==> config.mk <==
export PLATFORM = sky130hd
export DESIGN_NAME = gfx_clip_zpipe_flat
export DESIGN_NICKNAME = d
export VERILOG_FILES = /design/src/rtl/gfx_clip_zpipe_if.sv /design/src/rtl/gfx_clip_zpipe.sv /design/src/flat_wrapper.sv
export SDC_FILE = /design/constraint.sdc
export NUM_CORES = 1
export LEC_CHECK = 0
export CORE_AREA = 4 4 430 432
export CTS_BUF_LIST = sky130_fd_sc_hd__clkbuf_4
export CTS_CLUSTER_DIAMETER = 80
export DETAILED_ROUTE_END_ITERATION = 8
export DIE_AREA = 0 0 434 436
export PLACE_DENSITY_LB_ADDON = 0.3
export SLEW_MARGIN = 15
export SYNTH_ARGS = -nofsm -noshare
export SYNTH_HDL_FRONTEND = slang
export SYNTH_SLANG_ARGS = --single-unit
export TNS_END_PERCENT = 30
==> constraint.sdc <==
create_clock -name clk_i -period 8.5 [get_ports clk_i]
set_input_delay 2.55 -clock clk_i [delete_from_list [all_inputs] [get_ports clk_i]]
set_output_delay 2.55 -clock clk_i [all_outputs]
set_load 0.03 [all_outputs]
==> src/rtl/gfx_clip_zpipe_if.sv <==
`default_nettype none
// ============================================================================
// Module   : gfx_clip_zpipe_if
// Purpose  : Z-buffer read/write memory port of the clip/depth stage.
// Revision : 1.0 - initial release
// ============================================================================
interface gfx_clip_zpipe_if #(
    parameter int MDW = 256
);
    logic             z_request_o;
    logic [31:0]      z_addr_o;
    logic [MDW-1:0]   z_data_i;
    logic             z_ack_i;
    logic             wbm_busy_i;
    logic             zw_request_o;
    logic [31:0]      zw_addr_o;
    logic [MDW-1:0]   zw_data_o;
    logic [MDW/8-1:0] zw_sel_o;
    logic             zw_ack_i;

    modport master (
        output z_request_o, z_addr_o,
        input  z_data_i, z_ack_i, wbm_busy_i,
        output zw_request_o, zw_addr_o, zw_data_o, zw_sel_o,
        input  zw_ack_i
    );

    modport slave (
        input  z_request_o, z_addr_o,
        output z_data_i, z_ack_i, wbm_busy_i,
        input  zw_request_o, zw_addr_o, zw_data_o, zw_sel_o,
        output zw_ack_i
    );
endinterface
`default_nettype wire

==> src/rtl/gfx_clip_zpipe.sv <==
`default_nettype none
// ============================================================================
// Module   : gfx_clip_zpipe
// Purpose  : Target/scissor discard, depth test with optional Z write-back.
// Revision : 1.0 - initial release
// ============================================================================
module gfx_clip_zpipe #(
    parameter int point_width = 16,
    parameter int ZW          = 16,
    parameter int MDW         = 256,
    parameter int ATTR_W      = 96
) (
    input  wire logic                   clk_i,
    input  wire logic                   rst_ni,
    input  wire logic                   clipping_enable_i,
    input  wire logic                   zbuffer_enable_i,
    input  wire logic                   zwrite_enable_i,
    input  wire logic [2:0]             zfunc_i,
    input  wire logic [31:0]            zbuffer_base_i,
    input  wire logic [point_width-1:0] target_size_x_i,
    input  wire logic [point_width-1:0] target_x0_i,
    input  wire logic [point_width-1:0] target_y0_i,
    input  wire logic [point_width-1:0] target_x1_i,
    input  wire logic [point_width-1:0] target_y1_i,
    input  wire logic [point_width-1:0] clip_x0_i,
    input  wire logic [point_width-1:0] clip_y0_i,
    input  wire logic [point_width-1:0] clip_x1_i,
    input  wire logic [point_width-1:0] clip_y1_i,
    input  wire logic [point_width-1:0] pixel_x_i,
    input  wire logic [point_width-1:0] pixel_y_i,
    input  wire logic [ZW-1:0]          pixel_z_i,
    input  wire logic [ATTR_W-1:0]      attr_i,
    input  wire logic                   ztest_i,
    input  wire logic                   write_i,
    output logic                        ack_o,
    gfx_clip_zpipe_if.master            mem,
    output logic [point_width-1:0]      pixel_x_o,
    output logic [point_width-1:0]      pixel_y_o,
    output logic [ZW-1:0]               pixel_z_o,
    output logic [ATTR_W-1:0]           attr_o,
    output logic                        write_o,
    input  wire logic                   ack_i,
    output logic [31:0]                 discard_count_o
);
    localparam int c_ZB  = ZW / 8;
    localparam int c_MB  = MDW / 8;
    localparam int c_NL  = MDW / ZW;
    localparam int c_ZSH = $clog2(c_ZB);
    localparam int c_AL  = $clog2(c_MB);
    localparam int c_LW  = (c_NL > 1) ? $clog2(c_NL) : 1;

    typedef enum logic [2:0] {
        S_IDLE   = 3'd0,
        S_ADDR   = 3'd1,
        S_ZREAD  = 3'd2,
        S_ZWRITE = 3'd3,
        S_OUT    = 3'd4
    } state_t;

    state_t                 r_state_q, w_state_d;
    logic [point_width-1:0] r_x_q, w_x_d, r_y_q, w_y_d;
    logic [ZW-1:0]          r_z_q, w_z_d;
    logic [ATTR_W-1:0]      r_attr_q, w_attr_d;
    logic [31:0]            r_zaddr_q, w_zaddr_d;
    logic [c_LW-1:0]        r_lane_q, w_lane_d;
    logic                   r_zreq_q, w_zreq_d;
    logic                   r_zwreq_q, w_zwreq_d;
    logic                   r_ack_q, w_ack_d;
    logic [31:0]            r_discard_q, w_discard_d;

    logic                   w_discard, w_dz, w_pass, w_cnt_inc;
    logic [31:0]            w_lin, w_byte;
    logic signed [ZW-1:0]   w_zpix, w_zmem;
    logic [c_MB-1:0]        w_sel_base, w_lane_sel;

    // Half-open rectangle test; an empty rect rejects every coordinate.
    function automatic logic f_outside(input logic [point_width-1:0] x, y, x0, y0, x1, y1);
        return (x < x0) || (x >= x1) || (y < y0) || (y >= y1);
    endfunction

    assign w_discard = f_outside(pixel_x_i, pixel_y_i, target_x0_i, target_y0_i, target_x1_i, target_y1_i)
                     || (clipping_enable_i
                         && f_outside(pixel_x_i, pixel_y_i, clip_x0_i, clip_y0_i, clip_x1_i, clip_y1_i));
    assign w_dz      = zbuffer_enable_i & ztest_i;

    assign w_lin  = 32'(r_y_q) * 32'(target_size_x_i) + 32'(r_x_q);
    assign w_byte = zbuffer_base_i + (w_lin << c_ZSH);

    assign w_zpix = $signed(r_z_q);
    assign w_zmem = $signed(mem.z_data_i[r_lane_q*ZW +: ZW]);

    always_comb begin
        w_pass = 1'b0;
        case (zfunc_i)
            3'd0:    w_pass = 1'b0;
            3'd1:    w_pass = (w_zpix <  w_zmem);
            3'd2:    w_pass = (w_zpix == w_zmem);
            3'd3:    w_pass = (w_zpix <= w_zmem);
            3'd4:    w_pass = (w_zpix >  w_zmem);
            3'd5:    w_pass = (w_zpix != w_zmem);
            3'd6:    w_pass = (w_zpix >= w_zmem);
            default: w_pass = 1'b1;
        endcase
    end

    always_comb begin
        w_state_d   = r_state_q;
        w_x_d       = r_x_q;
        w_y_d       = r_y_q;
        w_z_d       = r_z_q;
        w_attr_d    = r_attr_q;
        w_zaddr_d   = r_zaddr_q;
        w_lane_d    = r_lane_q;
        w_zreq_d    = r_zreq_q;
        w_zwreq_d   = r_zwreq_q;
        w_ack_d     = 1'b0;
        w_cnt_inc   = 1'b0;
        w_discard_d = r_discard_q;
        case (r_state_q)
            S_IDLE: begin
                // write_i is still high while our ack pulse is out; do not re-accept it.
                if (write_i && !r_ack_q) begin
                    if (w_discard) begin
                        w_ack_d   = 1'b1;
                        w_cnt_inc = 1'b1;
                    end else begin
                        w_x_d     = pixel_x_i;
                        w_y_d     = pixel_y_i;
                        w_z_d     = pixel_z_i;
                        w_attr_d  = attr_i;
                        w_state_d = w_dz ? S_ADDR : S_OUT;
                    end
                end
            end
            S_ADDR: begin
                w_zaddr_d = w_byte & ~32'(c_MB - 1);
                w_lane_d  = c_LW'(w_byte[c_AL-1:0] >> c_ZSH);
                w_state_d = S_ZREAD;
            end
            S_ZREAD: begin
                if (!r_zreq_q) begin
                    w_zreq_d = !mem.wbm_busy_i;
                end else if (mem.z_ack_i) begin
                    w_zreq_d = 1'b0;
                    if (!w_pass) begin
                        w_ack_d   = 1'b1;
                        w_cnt_inc = 1'b1;
                        w_state_d = S_IDLE;
                    end else if (zwrite_enable_i) begin
                        w_zwreq_d = 1'b1;
                        w_state_d = S_ZWRITE;
                    end else begin
                        w_state_d = S_OUT;
                    end
                end
            end
            S_ZWRITE: begin
                if (mem.zw_ack_i) begin
                    w_zwreq_d = 1'b0;
                    w_state_d = S_OUT;
                end
            end
            S_OUT: begin
                if (ack_i) begin
                    w_ack_d   = 1'b1;
                    w_state_d = S_IDLE;
                end
            end
            default: w_state_d = S_IDLE;
        endcase
        if (w_cnt_inc && (r_discard_q != 32'hFFFF_FFFF)) begin
            w_discard_d = r_discard_q + 32'd1;
        end
    end

    always_ff @(posedge clk_i or negedge rst_ni) begin
        if (!rst_ni) begin
            r_state_q   <= S_IDLE;
            r_x_q       <= '0;
            r_y_q       <= '0;
            r_z_q       <= '0;
            r_attr_q    <= '0;
            r_zaddr_q   <= '0;
            r_lane_q    <= '0;
            r_zreq_q    <= 1'b0;
            r_zwreq_q   <= 1'b0;
            r_ack_q     <= 1'b0;
            r_discard_q <= '0;
        end else begin
            r_state_q   <= w_state_d;
            r_x_q       <= w_x_d;
            r_y_q       <= w_y_d;
            r_z_q       <= w_z_d;
            r_attr_q    <= w_attr_d;
            r_zaddr_q   <= w_zaddr_d;
            r_lane_q    <= w_lane_d;
            r_zreq_q    <= w_zreq_d;
            r_zwreq_q   <= w_zwreq_d;
            r_ack_q     <= w_ack_d;
            r_discard_q <= w_discard_d;
        end
    end

    assign w_sel_base = c_MB'({c_ZB{1'b1}});
    assign w_lane_sel = w_sel_base << (r_lane_q * c_ZB);

    assign mem.z_request_o  = r_zreq_q;
    assign mem.z_addr_o     = r_zaddr_q;
    assign mem.zw_request_o = r_zwreq_q;
    assign mem.zw_addr_o    = r_zaddr_q;
    assign mem.zw_data_o    = {c_NL{r_z_q}};
    assign mem.zw_sel_o     = r_zwreq_q ? w_lane_sel : '0;

    assign ack_o           = r_ack_q;
    assign write_o         = (r_state_q == S_OUT);
    assign pixel_x_o       = r_x_q;
    assign pixel_y_o       = r_y_q;
    assign pixel_z_o       = r_z_q;
    assign attr_o          = r_attr_q;
    assign discard_count_o = r_discard_q;
endmodule
`default_nettype wire
==> src/flat_wrapper.sv <==
// flat-port wrapper written by rule: the top's interface ports become plain ports
module gfx_clip_zpipe_flat 
#(
    parameter int point_width = 16,
    parameter int ZW          = 16,
    parameter int MDW         = 256,
    parameter int ATTR_W      = 96
)
  (clk_i, rst_ni, clipping_enable_i, zbuffer_enable_i, zwrite_enable_i, zfunc_i, zbuffer_base_i, target_size_x_i, target_x0_i, target_y0_i, target_x1_i, target_y1_i, clip_x0_i, clip_y0_i, clip_x1_i, clip_y1_i, pixel_x_i, pixel_y_i, pixel_z_i, attr_i, ztest_i, write_i, ack_o, pixel_x_o, pixel_y_o, pixel_z_o, attr_o, write_o, ack_i, discard_count_o, mem_z_request_o, mem_z_addr_o, mem_z_data_i, mem_z_ack_i, mem_wbm_busy_i, mem_zw_request_o, mem_zw_addr_o, mem_zw_data_o, mem_zw_sel_o, mem_zw_ack_i);
  gfx_clip_zpipe_if #(.MDW(MDW)) mem_i ();
  input  wire logic clk_i;
  input  wire logic rst_ni;
  input  wire logic clipping_enable_i;
  input  wire logic zbuffer_enable_i;
  input  wire logic zwrite_enable_i;
  input  wire logic [2:0] zfunc_i;
  input  wire logic [31:0] zbuffer_base_i;
  input  wire logic [point_width-1:0] target_size_x_i;
  input  wire logic [point_width-1:0] target_x0_i;
  input  wire logic [point_width-1:0] target_y0_i;
  input  wire logic [point_width-1:0] target_x1_i;
  input  wire logic [point_width-1:0] target_y1_i;
  input  wire logic [point_width-1:0] clip_x0_i;
  input  wire logic [point_width-1:0] clip_y0_i;
  input  wire logic [point_width-1:0] clip_x1_i;
  input  wire logic [point_width-1:0] clip_y1_i;
  input  wire logic [point_width-1:0] pixel_x_i;
  input  wire logic [point_width-1:0] pixel_y_i;
  input  wire logic [ZW-1:0] pixel_z_i;
  input  wire logic [ATTR_W-1:0] attr_i;
  input  wire logic ztest_i;
  input  wire logic write_i;
  output logic ack_o;
  output logic [point_width-1:0] pixel_x_o;
  output logic [point_width-1:0] pixel_y_o;
  output logic [ZW-1:0] pixel_z_o;
  output logic [ATTR_W-1:0] attr_o;
  output logic write_o;
  input  wire logic ack_i;
  output logic [31:0] discard_count_o;
  output wire logic [$bits(mem_i.z_request_o)-1:0] mem_z_request_o;
  output wire logic [$bits(mem_i.z_addr_o)-1:0] mem_z_addr_o;
  input wire logic [$bits(mem_i.z_data_i)-1:0] mem_z_data_i;
  input wire logic [$bits(mem_i.z_ack_i)-1:0] mem_z_ack_i;
  input wire logic [$bits(mem_i.wbm_busy_i)-1:0] mem_wbm_busy_i;
  output wire logic [$bits(mem_i.zw_request_o)-1:0] mem_zw_request_o;
  output wire logic [$bits(mem_i.zw_addr_o)-1:0] mem_zw_addr_o;
  output wire logic [$bits(mem_i.zw_data_o)-1:0] mem_zw_data_o;
  output wire logic [$bits(mem_i.zw_sel_o)-1:0] mem_zw_sel_o;
  input wire logic [$bits(mem_i.zw_ack_i)-1:0] mem_zw_ack_i;
  assign mem_z_request_o = mem_i.z_request_o;
  assign mem_z_addr_o = mem_i.z_addr_o;
  assign mem_i.z_data_i = mem_z_data_i;
  assign mem_i.z_ack_i = mem_z_ack_i;
  assign mem_i.wbm_busy_i = mem_wbm_busy_i;
  assign mem_zw_request_o = mem_i.zw_request_o;
  assign mem_zw_addr_o = mem_i.zw_addr_o;
  assign mem_zw_data_o = mem_i.zw_data_o;
  assign mem_zw_sel_o = mem_i.zw_sel_o;
  assign mem_i.zw_ack_i = mem_zw_ack_i;
  gfx_clip_zpipe #(.point_width(point_width), .ZW(ZW), .MDW(MDW), .ATTR_W(ATTR_W)) u_core (.clk_i(clk_i), .rst_ni(rst_ni), .clipping_enable_i(clipping_enable_i), .zbuffer_enable_i(zbuffer_enable_i), .zwrite_enable_i(zwrite_enable_i), .zfunc_i(zfunc_i), .zbuffer_base_i(zbuffer_base_i), .target_size_x_i(target_size_x_i), .target_x0_i(target_x0_i), .target_y0_i(target_y0_i), .target_x1_i(target_x1_i), .target_y1_i(target_y1_i), .clip_x0_i(clip_x0_i), .clip_y0_i(clip_y0_i), .clip_x1_i(clip_x1_i), .clip_y1_i(clip_y1_i), .pixel_x_i(pixel_x_i), .pixel_y_i(pixel_y_i), .pixel_z_i(pixel_z_i), .attr_i(attr_i), .ztest_i(ztest_i), .write_i(write_i), .ack_o(ack_o), .mem(mem_i), .pixel_x_o(pixel_x_o), .pixel_y_o(pixel_y_o), .pixel_z_o(pixel_z_o), .attr_o(attr_o), .write_o(write_o), .ack_i(ack_i), .discard_count_o(discard_count_o));
endmodule
==> flow_summary_export.csv <==
group,metric,value,unit
global_routing,grtUsageTotal,0.135,
logic_synthesis,synth.area.top_cells,"dfrtp_1, fa_1, ha_1, buf_4, mux4_2",
logic_synthesis,synthDistinctLibCells,71,
final_layout,non_filler_instances,6254,
sta,maxClockFrequency,116,MHz
critical_path,cpMostUsedCell,"fa_1",
run,cap_viol_max_count,0,
global_routing,grt_antenna_before_repair,65,
cts,htree_levels,3,
logic_synthesis,post-synth-top-area-fraction,0.202,
global_routing,grt-ovfl-total,0,
final_layout,multiInputGateArea,17100,sq um
global_routing,grt_max_degree,91,
critical_path,worst-r2r-setup-slack,0.89,ns
final_layout,nFillCells,19593,
outcome,outcome,"complete, but fails checks",
min_path,holdPathEnd,"u_core.attr_o[82]$_DFFE_PN0P_",
floorplan,ios,1122,
final_layout,layout.nets,4883,
logic_synthesis,ys_seq_area_frac,0.202,
critical_path,timing.reg2reg.worst_path_depth,32,
floorplan,design.core.area,181000,sq um
routing,drt_first_pass_iters,5,
critical_path,critPathLaunchType,"input pin",
logic_synthesis,post_synth_instance_area,26400,sq um
floorplan,design.die.area,189000,sq um
cts,clk_pin_slew_worst_paths,0.05,ns
place,numPlacedInstances,6073,
sta,max_slew.worst_pin.slew,1.24,ns
global_routing,grt_first_pass_wirelength,183000,um
routing,detail_route.iter0.violations,1152,
critical_path,worst_setup_path_end_kind,"flop",
global_routing,first_global_vias,24524,
logic_synthesis,syn_area_per_cell,9.56,sq um
place,pre_cts_ws,-1.74,ns
logic_synthesis,seq_cells_post_synth,213,
min_path,hp-start,"u_core.attr_o[82]$_DFFE_PN0P_",
critical_path,cp_max_fo,4,
logic_synthesis,ys_top_cells_by_count,"inv_1, buf_4, ha_1",
place,detailedPlacementHpwl,113000,um
outcome,violated_checks,"negative setup slack",
cts,cts_tree,"yes",
routing,drc,0,
sta,slew-limit-headroom,0.173,
routing,post_drt_wl_per_cell,20.9,um
final_layout,regArea,5340,sq um
cts,clock_latency,1.02,ns
sta,finalSetupViolations,7,
cts,cts_hold_buffers,0,
logic_synthesis,synth_area_leader_cell,"dfrtp_1",
sta,hold_viol,0,
logic_synthesis,async_reset_ff_frac,1.00,
sta,fin_tns_setup,-0.650,ns
sta,finalCritPeriodShare,1.02,
critical_path,critPathKind,"input pin to flop",
cts,cts.sinks,213,
sta,clock_skews,0.118,ns
final_layout,area_grow_syn2layout,56.2,%
routing,drtAntennaViolNets,0,
sta,grt_setup_unrepaired,"true",
critical_path,r2r_path_start,"u_core.pixel_y_o[6]$_DFFE_PN0P_",
logic_synthesis,synth-edff-count,0,
place,placement.io_buffers,1110,
routing,vias,23313,
logic_synthesis,total_number_of_yosys_warnings,0,
routing,detail_route.wirelength,131000,um
sta,min_clock_period_post_route,8.64,ns
critical_path,worstPathRequired,9.34,ns
critical_path,worstReg2RegEnd,"u_core.mem.z_addr_o[27]$_DFFE_PN0P_",
min_path,timing.hold.worst.class,"flop to flop",
floorplan,dieHeight,436,um
cts,clockRootBuffer,"clkbuf_4",
logic_synthesis,post_syn_instances,2758,
logic_synthesis,synthFlopType,"dfrtp_1",
critical_path,max_stage_delay,0.59,ns
logic_synthesis,post-synth-top-count-cell,"inv_1",
cts,cts-root-to-sink-buffers,3,
critical_path,worstPathArrival,9.48,ns
floorplan,floorplan.initialDensity,0.146,
sta,timing.final.max_slew_violations,0,
place,gp_congestion,0.888,
floorplan,die_x,434,um
cts,cts_buffers,79,
sta,post_route_hold_slack,0.480,ns
final_layout,post_route_cells_drive_above_1_share,0.155,
critical_path,critical-path-slowest-cell,"fa_1",
min_path,min_delay_path_depth,1,
floorplan,fp-row-count,156,
sta,fin_ws,-0.140,ns
routing,route.detailed.vias_per_inst,3.73,
-- area by class of cell --
| class | count | area share |
|---|---|---|
| Antenna cell | 27 | 0.00164 |
| Clock buffer | 109 | 0.0199 |
| Clock inverter | 21 | 0.00365 |
| Inverter | 443 | 0.0404 |
| Multi-Input combinational cell | 1716 | 0.414 |
| Sequential cell | 213 | 0.130 |
| Tap cell | 2370 | 0.0720 |
| Timing Repair Buffer | 1355 | 0.319 |
-- kinds of logic after synthesis --
logic type | after synthesis | share of synthesized area
buf+inv | 838 | 0.167
compound gates | 327 | 0.0756
other cells | 1 | 0.000142
flops | 213 | 0.202
xor+xnor | 90 | 0.0299
fa+ha+maj | 485 | 0.290
simple gates | 591 | 0.110
mux | 213 | 0.125
-- sequential cells by signal, indices dropped and copies added, names as in the netlist --
name and count:
u_core.attr_o 96, u_core.r_state_q 3, u_core.r_lane_q 4, u_core.ack_o 1, u_core.pixel_z_o 16, u_core.discard_count_o 32
u_core.pixel_x_o 16, u_core.mem.z_addr_o 27, u_core.pixel_y_o 16, u_core.mem.z_request_o 1, u_core.mem.zw_request_o 1
-- metal layers --
layer / GRT usage / wire length (um) / vias up
li1: - / - / 10957
met1: 0.165 / 53500 / 11304
met2: 0.228 / 62800 / 821
met3: 0.0376 / 10000 / 201
met4: 0.0463 / 4420 / 30
met5: 0 / 197 / -
-- worst max path at each step --
stage          slack (ns)          startpoint                                   to  depth (start not counted)
2_1_floorplan       -0.54  target_size_x_i[6]  u_core.mem.z_addr_o[31]$_DFFE_PN0P_                         31
3_3_place_gp        -1.77  target_size_x_i[1]  u_core.mem.z_addr_o[30]$_DFFE_PN0P_                         33
3_5_place_dp        -1.74  target_size_x_i[1]  u_core.mem.z_addr_o[30]$_DFFE_PN0P_                         33
4_1_cts             -0.05  target_size_x_i[4]  u_core.mem.z_addr_o[27]$_DFFE_PN0P_                         33
5_1_grt             -0.30  target_size_x_i[1]  u_core.mem.z_addr_o[26]$_DFFE_PN0P_                         32
6_report            -0.14  target_size_x_i[4]  u_core.mem.z_addr_o[27]$_DFFE_PN0P_                         33
-- per-stage QoR --
step                 util  cell area, sq um
global route        0.228             41200
detailed placement  0.220             39700
floorplan               -             26700
finish              0.228             41200
global placement    0.220             39700
CTS                 0.227             40900
-- layout by cell type, fill, tap and decap left out, drive strengths merged, types with 80 or more instances in the layout --
cell type / synthesis / routed
and2: 103 / 103
nand2: 266 / 266
clkbuf: 55 / 109
mux4: 80 / 80
ha: 275 / 275
clkdlybuf4s50: 0 / 1094
fa: 210 / 210
o21ai: 102 / 102
dfrtp: 213 / 213
inv: 443 / 444
mux2: 133 / 133
a21oi: 99 / 99
buf: 340 / 254
-- timing repair --
item / in CTS / in global routing
gates resized for setup: 84 / 38
setup endpoints to repair: 10 / 10
gates cloned: 2 / 0
pin swaps: 37 / 61
setup buffers: 16 / 6
-- critical path, delay by kind of cell --
kind	cells	cell delay, ns
compound gates	10	1.65
xor+xnor	2	0.26
fa+ha+maj	8	3.64
buf+inv	8	0.67
simple gates	5	0.70
Power is not shown: default switching activity piles up to over one toggle a cycle in this logic, so the estimate is an artifact.
==> edit 1, RTL diff (same flow settings) <==
Put one more register stage on the output `discard_count_o`, with the module's reset. The value now appears one clock later. The other outputs are not delayed to match.
--- a/src/rtl/gfx_clip_zpipe.sv
+++ b/src/rtl/gfx_clip_zpipe.sv
@@ -217,6 +217,12 @@
     assign pixel_y_o       = r_y_q;
     assign pixel_z_o       = r_z_q;
     assign attr_o          = r_attr_q;
-    assign discard_count_o = r_discard_q;
+    always_ff @(posedge clk_i or negedge rst_ni) begin
+        if (!rst_ni) begin
+            discard_count_o <= '0;
+        end else begin
+            discard_count_o <= r_discard_q;
+        end
+    end
 endmodule
 `default_nettype wire
Behaviour: not the same (a bounded check fails within 4 cycles, from zero or initial values and one cycle with rst_ni low).
==> edit 1 against the original RTL <==
  * The run still ends with setup timing left
  * Area after synthesis is 5.4% higher
  * Routed wire length rose by 3.4%
  * Worst setup slack worse by 270 ps
  * Via count about the same
  * Critical endpoint is now u_core.mem.z_addr_o[31]
  * Cell area rose by 3.3%
  * Sequential cell count up 32
  * Core utilization is 0.74 points higher
==> edit 1: results (changes against the original RTL) <==
CP Data Arrival Time - 9690 ps (+210 ps)
worst skew pair latency - 990 ps (-30 ps)
Final Setup Violations - 8 (+1)
post-synthesis compound-gate area fraction - 7.23% (-0.33 points)
failing checks - setup timing
Worst Setup Slack, final - -407 ps (-267 ps)
first-pass GRT wire length - 187 mm (+2.3%)
GRT Util Overall - 13.8% (+0.30 points)
Num CTS Buffers - 82 (+3.8%)
initial antenna violation count - 57 (-12%)
Synth Area in XOR/XNOR - 2.74% (-0.25 points)
CP Max Fanout - 5 (+1)
vias per cell - 3.72 (-0.12%)
dpl ws - -1860 ps (-121 ps)
Setup Skew - 93.0 ps (-25.2 ps)
Post-DP Area - 41100 sq um (+3.4%)
Cell variety after synth - 74 (+4.2%)
DRT iter0 DRCs - 776 (-33%)
status - finished with violations
Synth Area in Adders - 27.5% (-1.5 points)
DP HPWL - 117 mm (+3.5%)
routed len/inst - 21.6 um (+3.3%)
setup tns final - -2270 ps (-1620 ps)
Placer Congestion - 0.818 (-7.9%)
vias in the first global route - 24800 (+1.2%)
sequential area share after synthesis - 22.1% (+1.9 points)
DRT Pass-1 Iters - 4 (-1)
Slowest Stage Delay on Critical Path - 550 ps (-40 ps)
post-synthesis mux area share - 14.3% (+1.8 points)
clk sink count - 245 (+15%)
Final nets - 4882 (-0.020%)
edit 1: final timing paths:
path,to,cells after the start,slack [ps],start
hold reg to reg,u_core.discard_count_o[1],0,420,u_core.r_discard_q[1]
max in group asynchronous,u_core.pixel_z_o[7],2,5540,rst_ni
min in group asynchronous,u_core.discard_count_o[30],1,1630,rst_ni
setup reg to reg,u_core.mem.z_addr_o[31],29,580,u_core.pixel_y_o[7]
setup / recovery,u_core.mem.z_addr_o[31],31,-410,target_size_x_i[4]
hold / removal,u_core.discard_count_o[1],0,420,u_core.r_discard_q[1]
edit 1: final cells by class:
type	count	share of cell area [%]
Clock inverter	31	0.424
Tap cell	2370	6.97
Antenna cell	24	0.141
Timing Repair Buffer	1343	30.7
Multi-Input combinational cell	1693	41.5
Clock buffer	112	1.98
Sequential cell	245	14.4
Inverter	442	3.90
edit 1: worst reg2reg max path, delay by kind of cell, from the launching register on:
family / cells / cell delay, ps
flops: 1 / 680
xor+xnor: 2 / 310
simple gates: 3 / 810
compound gates: 12 / 2170
fa+ha+maj: 8 / 3610
buf+inv: 4 / 180
edit 1: through the flow:
step / hold WS, ps / cells / util (%)
3_5_place_dp: 408 / 6071 / 22.7
4_1_cts: 422 / 6235 / 23.5
3_3_place_gp: 405 / 6071 / 22.7
6_report: 416 / 6260 / 23.6
2_1_floorplan: 386 / 2774 / -
5_1_grt: 431 / 6248 / 23.5
edit 1: timing repair:
item	CTS	global route
hold buffers	0	0
pin swaps	39	56
buffers inserted	20	3
setup endpoints to repair	15	15
resized for setup	94	27
cloned	1	0
edit 1: power breakdown:
| group | switching, mW | internal [mW] |
|---|---|---|
| logic | 7.14 | 6.68 |
| registers | 0.629 | 1.47 |
| clock network | 0.660 | 0.646 |
edit 1: routing by layer:
layer / track usage (%) / wire (um)
met4: 5.22 / 4960
met2: 24.5 / 67400
met1: 16.1 / 54300
met3: 3.30 / 8500
met5: 0 / 121
edit 1: logic make-up after synthesis:
kind of cell | after synthesis
flops | 245
buf+inv | 836
compound gates | 308
xor+xnor | 87
simple gates | 576
other cells | 1
mux | 227
fa+ha+maj | 485
==> edit 2, RTL diff (same flow settings) <==
Made on the original files. `MDW` is set to 256 in 3 places; all go to 128.
--- a/src/rtl/gfx_clip_zpipe_if.sv
+++ b/src/rtl/gfx_clip_zpipe_if.sv
@@ -5,7 +5,7 @@
 // Revision : 1.0 - initial release
 // ============================================================================
 interface gfx_clip_zpipe_if #(
-    parameter int MDW = 256
+    parameter int MDW = 128
 );
     logic             z_request_o;
     logic [31:0]      z_addr_o;
--- a/src/rtl/gfx_clip_zpipe.sv
+++ b/src/rtl/gfx_clip_zpipe.sv
@@ -7,7 +7,7 @@
 module gfx_clip_zpipe #(
     parameter int point_width = 16,
     parameter int ZW          = 16,
-    parameter int MDW         = 256,
+    parameter int MDW         = 128,
     parameter int ATTR_W      = 96
 ) (
     input  wire logic                   clk_i,
--- a/src/flat_wrapper.sv
+++ b/src/flat_wrapper.sv
@@ -3,7 +3,7 @@
 #(
     parameter int point_width = 16,
     parameter int ZW          = 16,
-    parameter int MDW         = 256,
+    parameter int MDW         = 128,
     parameter int ATTR_W      = 96
 )
   (clk_i, rst_ni, clipping_enable_i, zbuffer_enable_i, zwrite_enable_i, zfunc_i, zbuffer_base_i, target_size_x_i, target_x0_i, target_y0_i, target_x1_i, target_y1_i, clip_x0_i, clip_y0_i, clip_x1_i, clip_y1_i, pixel_x_i, pixel_y_i, pixel_z_i, attr_i, ztest_i, write_i, ack_o, pixel_x_o, pixel_y_o, pixel_z_o, attr_o, write_o, ack_i, discard_count_o, mem_z_request_o, mem_z_addr_o, mem_z_data_i, mem_z_ack_i, mem_wbm_busy_i, mem_zw_request_o, mem_zw_addr_o, mem_zw_data_o, mem_zw_sel_o, mem_zw_ack_i);
Interface: changed (resized mem_z_data_i, mem_zw_data_o and mem_zw_sel_o); port bits go from 1122 to 850. The function was not compared with the original's and may differ.
==> edit 2 against the original RTL <==
  * The flow still finishes with violations (setup timing)
  * Routed wire length fell by 16%
  * Area after synthesis fell by 7.0%
  * Cell area down 7.7%
  * Critical path depth shrank 3
  * Worst setup slack got worse by 35 ps
  * First-iteration DRC count decreased by 39%
  * Sequential cell count did not move
  * Critical path type unchanged
Power is left out: the tool's default activity adds up to more than one toggle a clock period on the data nets, which glitch-free logic cannot reach.
==> edit 2: results (changes against the original RTL) <==
status - finished with violations
failing checks - setup timing
dpl ws - -1750 ps (-9.40 ps)
Fillers - 19800 (+1.1%)
fraction of layout cells with a size suffix above 1 - 17.1% (+1.6 points)
Final Non-Filler Cells - 5901 (-5.6%)
Placer Congestion - 0.782 (-12%)
Cell variety after synth - 79 (+11%)
Final nets - 4426 (-9.4%)
CP max stage cell - fa_1
GRT Util Overall - 11.3% (-2.2 points)
met2 Usage GRT - 20.0% (-2.8 points)
Worst Setup Slack, final - -176 ps (-35.4 ps)
GRT met3 Usage - 2.24% (-1.5 points)
grt met1 use - 13.7% (-2.8 points)
DP Cell Count - 5726 (-5.7%)
Synth Area in XOR/XNOR - 3.04% (+0.048 points)
DRT iter0 DRCs - 704 (-39%)
Num CTS Buffers - 73 (-7.6%)
WHS - 487 ps (+6.98 ps)
met1 WL - 46.2 mm (-14%)
commonest cells in the netlist - inv_1, ha_1, nand2_1
Synth Area in Adders - 31.2% (+2.2 points)
fin util - 21.1% (-1.8 points)
Critical path origin - target_size_x_i[5]
vias in the first global route - 22100 (-9.8%)
worst skew pair latency - 980 ps (-40 ps)
hold endpoint - u_core.discard_count_o[23]
Post-DP Area - 36300 sq um (-8.7%)
CP Data Arrival Time - 9490 ps (about the same)
setup tns final - -487 ps (+163 ps)
Min-Delay Path Class - flip-flop to flip-flop
RR Endpoint - u_core.mem.z_addr_o[30]
largest cells by area after synthesis - dfrtp_1, fa_1, ha_1, inv_1, mux2_1
hold_sp - u_core.discard_count_o[23]
Post-Synthesis Cells - 2530 (-8.3%)
routed vias - 21000 (-10%)
DRT Pass-1 Iters - 4 (-1)
Setup Skew - 76.1 ps (-42.0 ps)
Met2 Routed Length - 54.9 mm (-13%)
Reg2Reg Depth - 28 (-13%)
hold path depth - 1 (unchanged)
Final Setup Violations - 5 (-2)
post-synthesis mux area share - 10.3% (-2.3 points)
first-pass GRT wire length - 155 mm (-15%)
post-synthesis compound-gate area fraction - 8.40% (+0.84 points)
root buf cell - clkbuf_4
reg-to-reg slack, setup - 620 ps (-270 ps)
routed len/inst - 18.6 um (-11%)
r2r startpoint - u_core.pixel_y_o[7]
sequential area share after synthesis - 21.7% (+1.5 points)
relative slew slack - 37.4% (+20 points)
DP HPWL - 93.9 mm (-17%)
initial antenna violation count - 24 (-63%)
CP Max Fanout - 6 (+2)
Port Buf Inserts - 840 (-24%)
Met3 Wirelength - 5.48 mm (-45%)
largest net degree at the start of global routing - 92 (+1.1%)
Slowest Stage Delay on Critical Path - 540 ps (-50 ps)
## edit 2: area by class of cell
class,count,share of cell area (%)
multi-input cells,1655,43.8
repair buffers,1111,28.0
flip-flops and latches,213,14.0
well taps,2370,7.80
inverters,425,4.20
clock buffers,96,1.90
clock inverters,12,0.211
diodes,19,0.125
## edit 2: how the worst max path moves through the flow
stage	cells past startpoint	endpoint	slack (ps)
finish	30	u_core.mem.z_addr_o[30]	-180
global route	30	u_core.mem.z_addr_o[30]	-280
CTS	31	u_core.mem.z_addr_o[30]	-140
detailed placement	30	u_core.mem.z_addr_o[30]	-1750
global placement	31	u_core.mem.z_addr_o[23]	-1720
floorplan	28	u_core.mem.z_addr_o[30]	-540
## edit 2: timing repair
action | CTS | global route
pin swaps | 96 | 90
resized for setup | 118 | 88
setup endpoints to repair | 17 | 18
setup buffers | 31 | 19
gates cloned | 3 | 0
endpoints found under the hold margin | 0 | 0
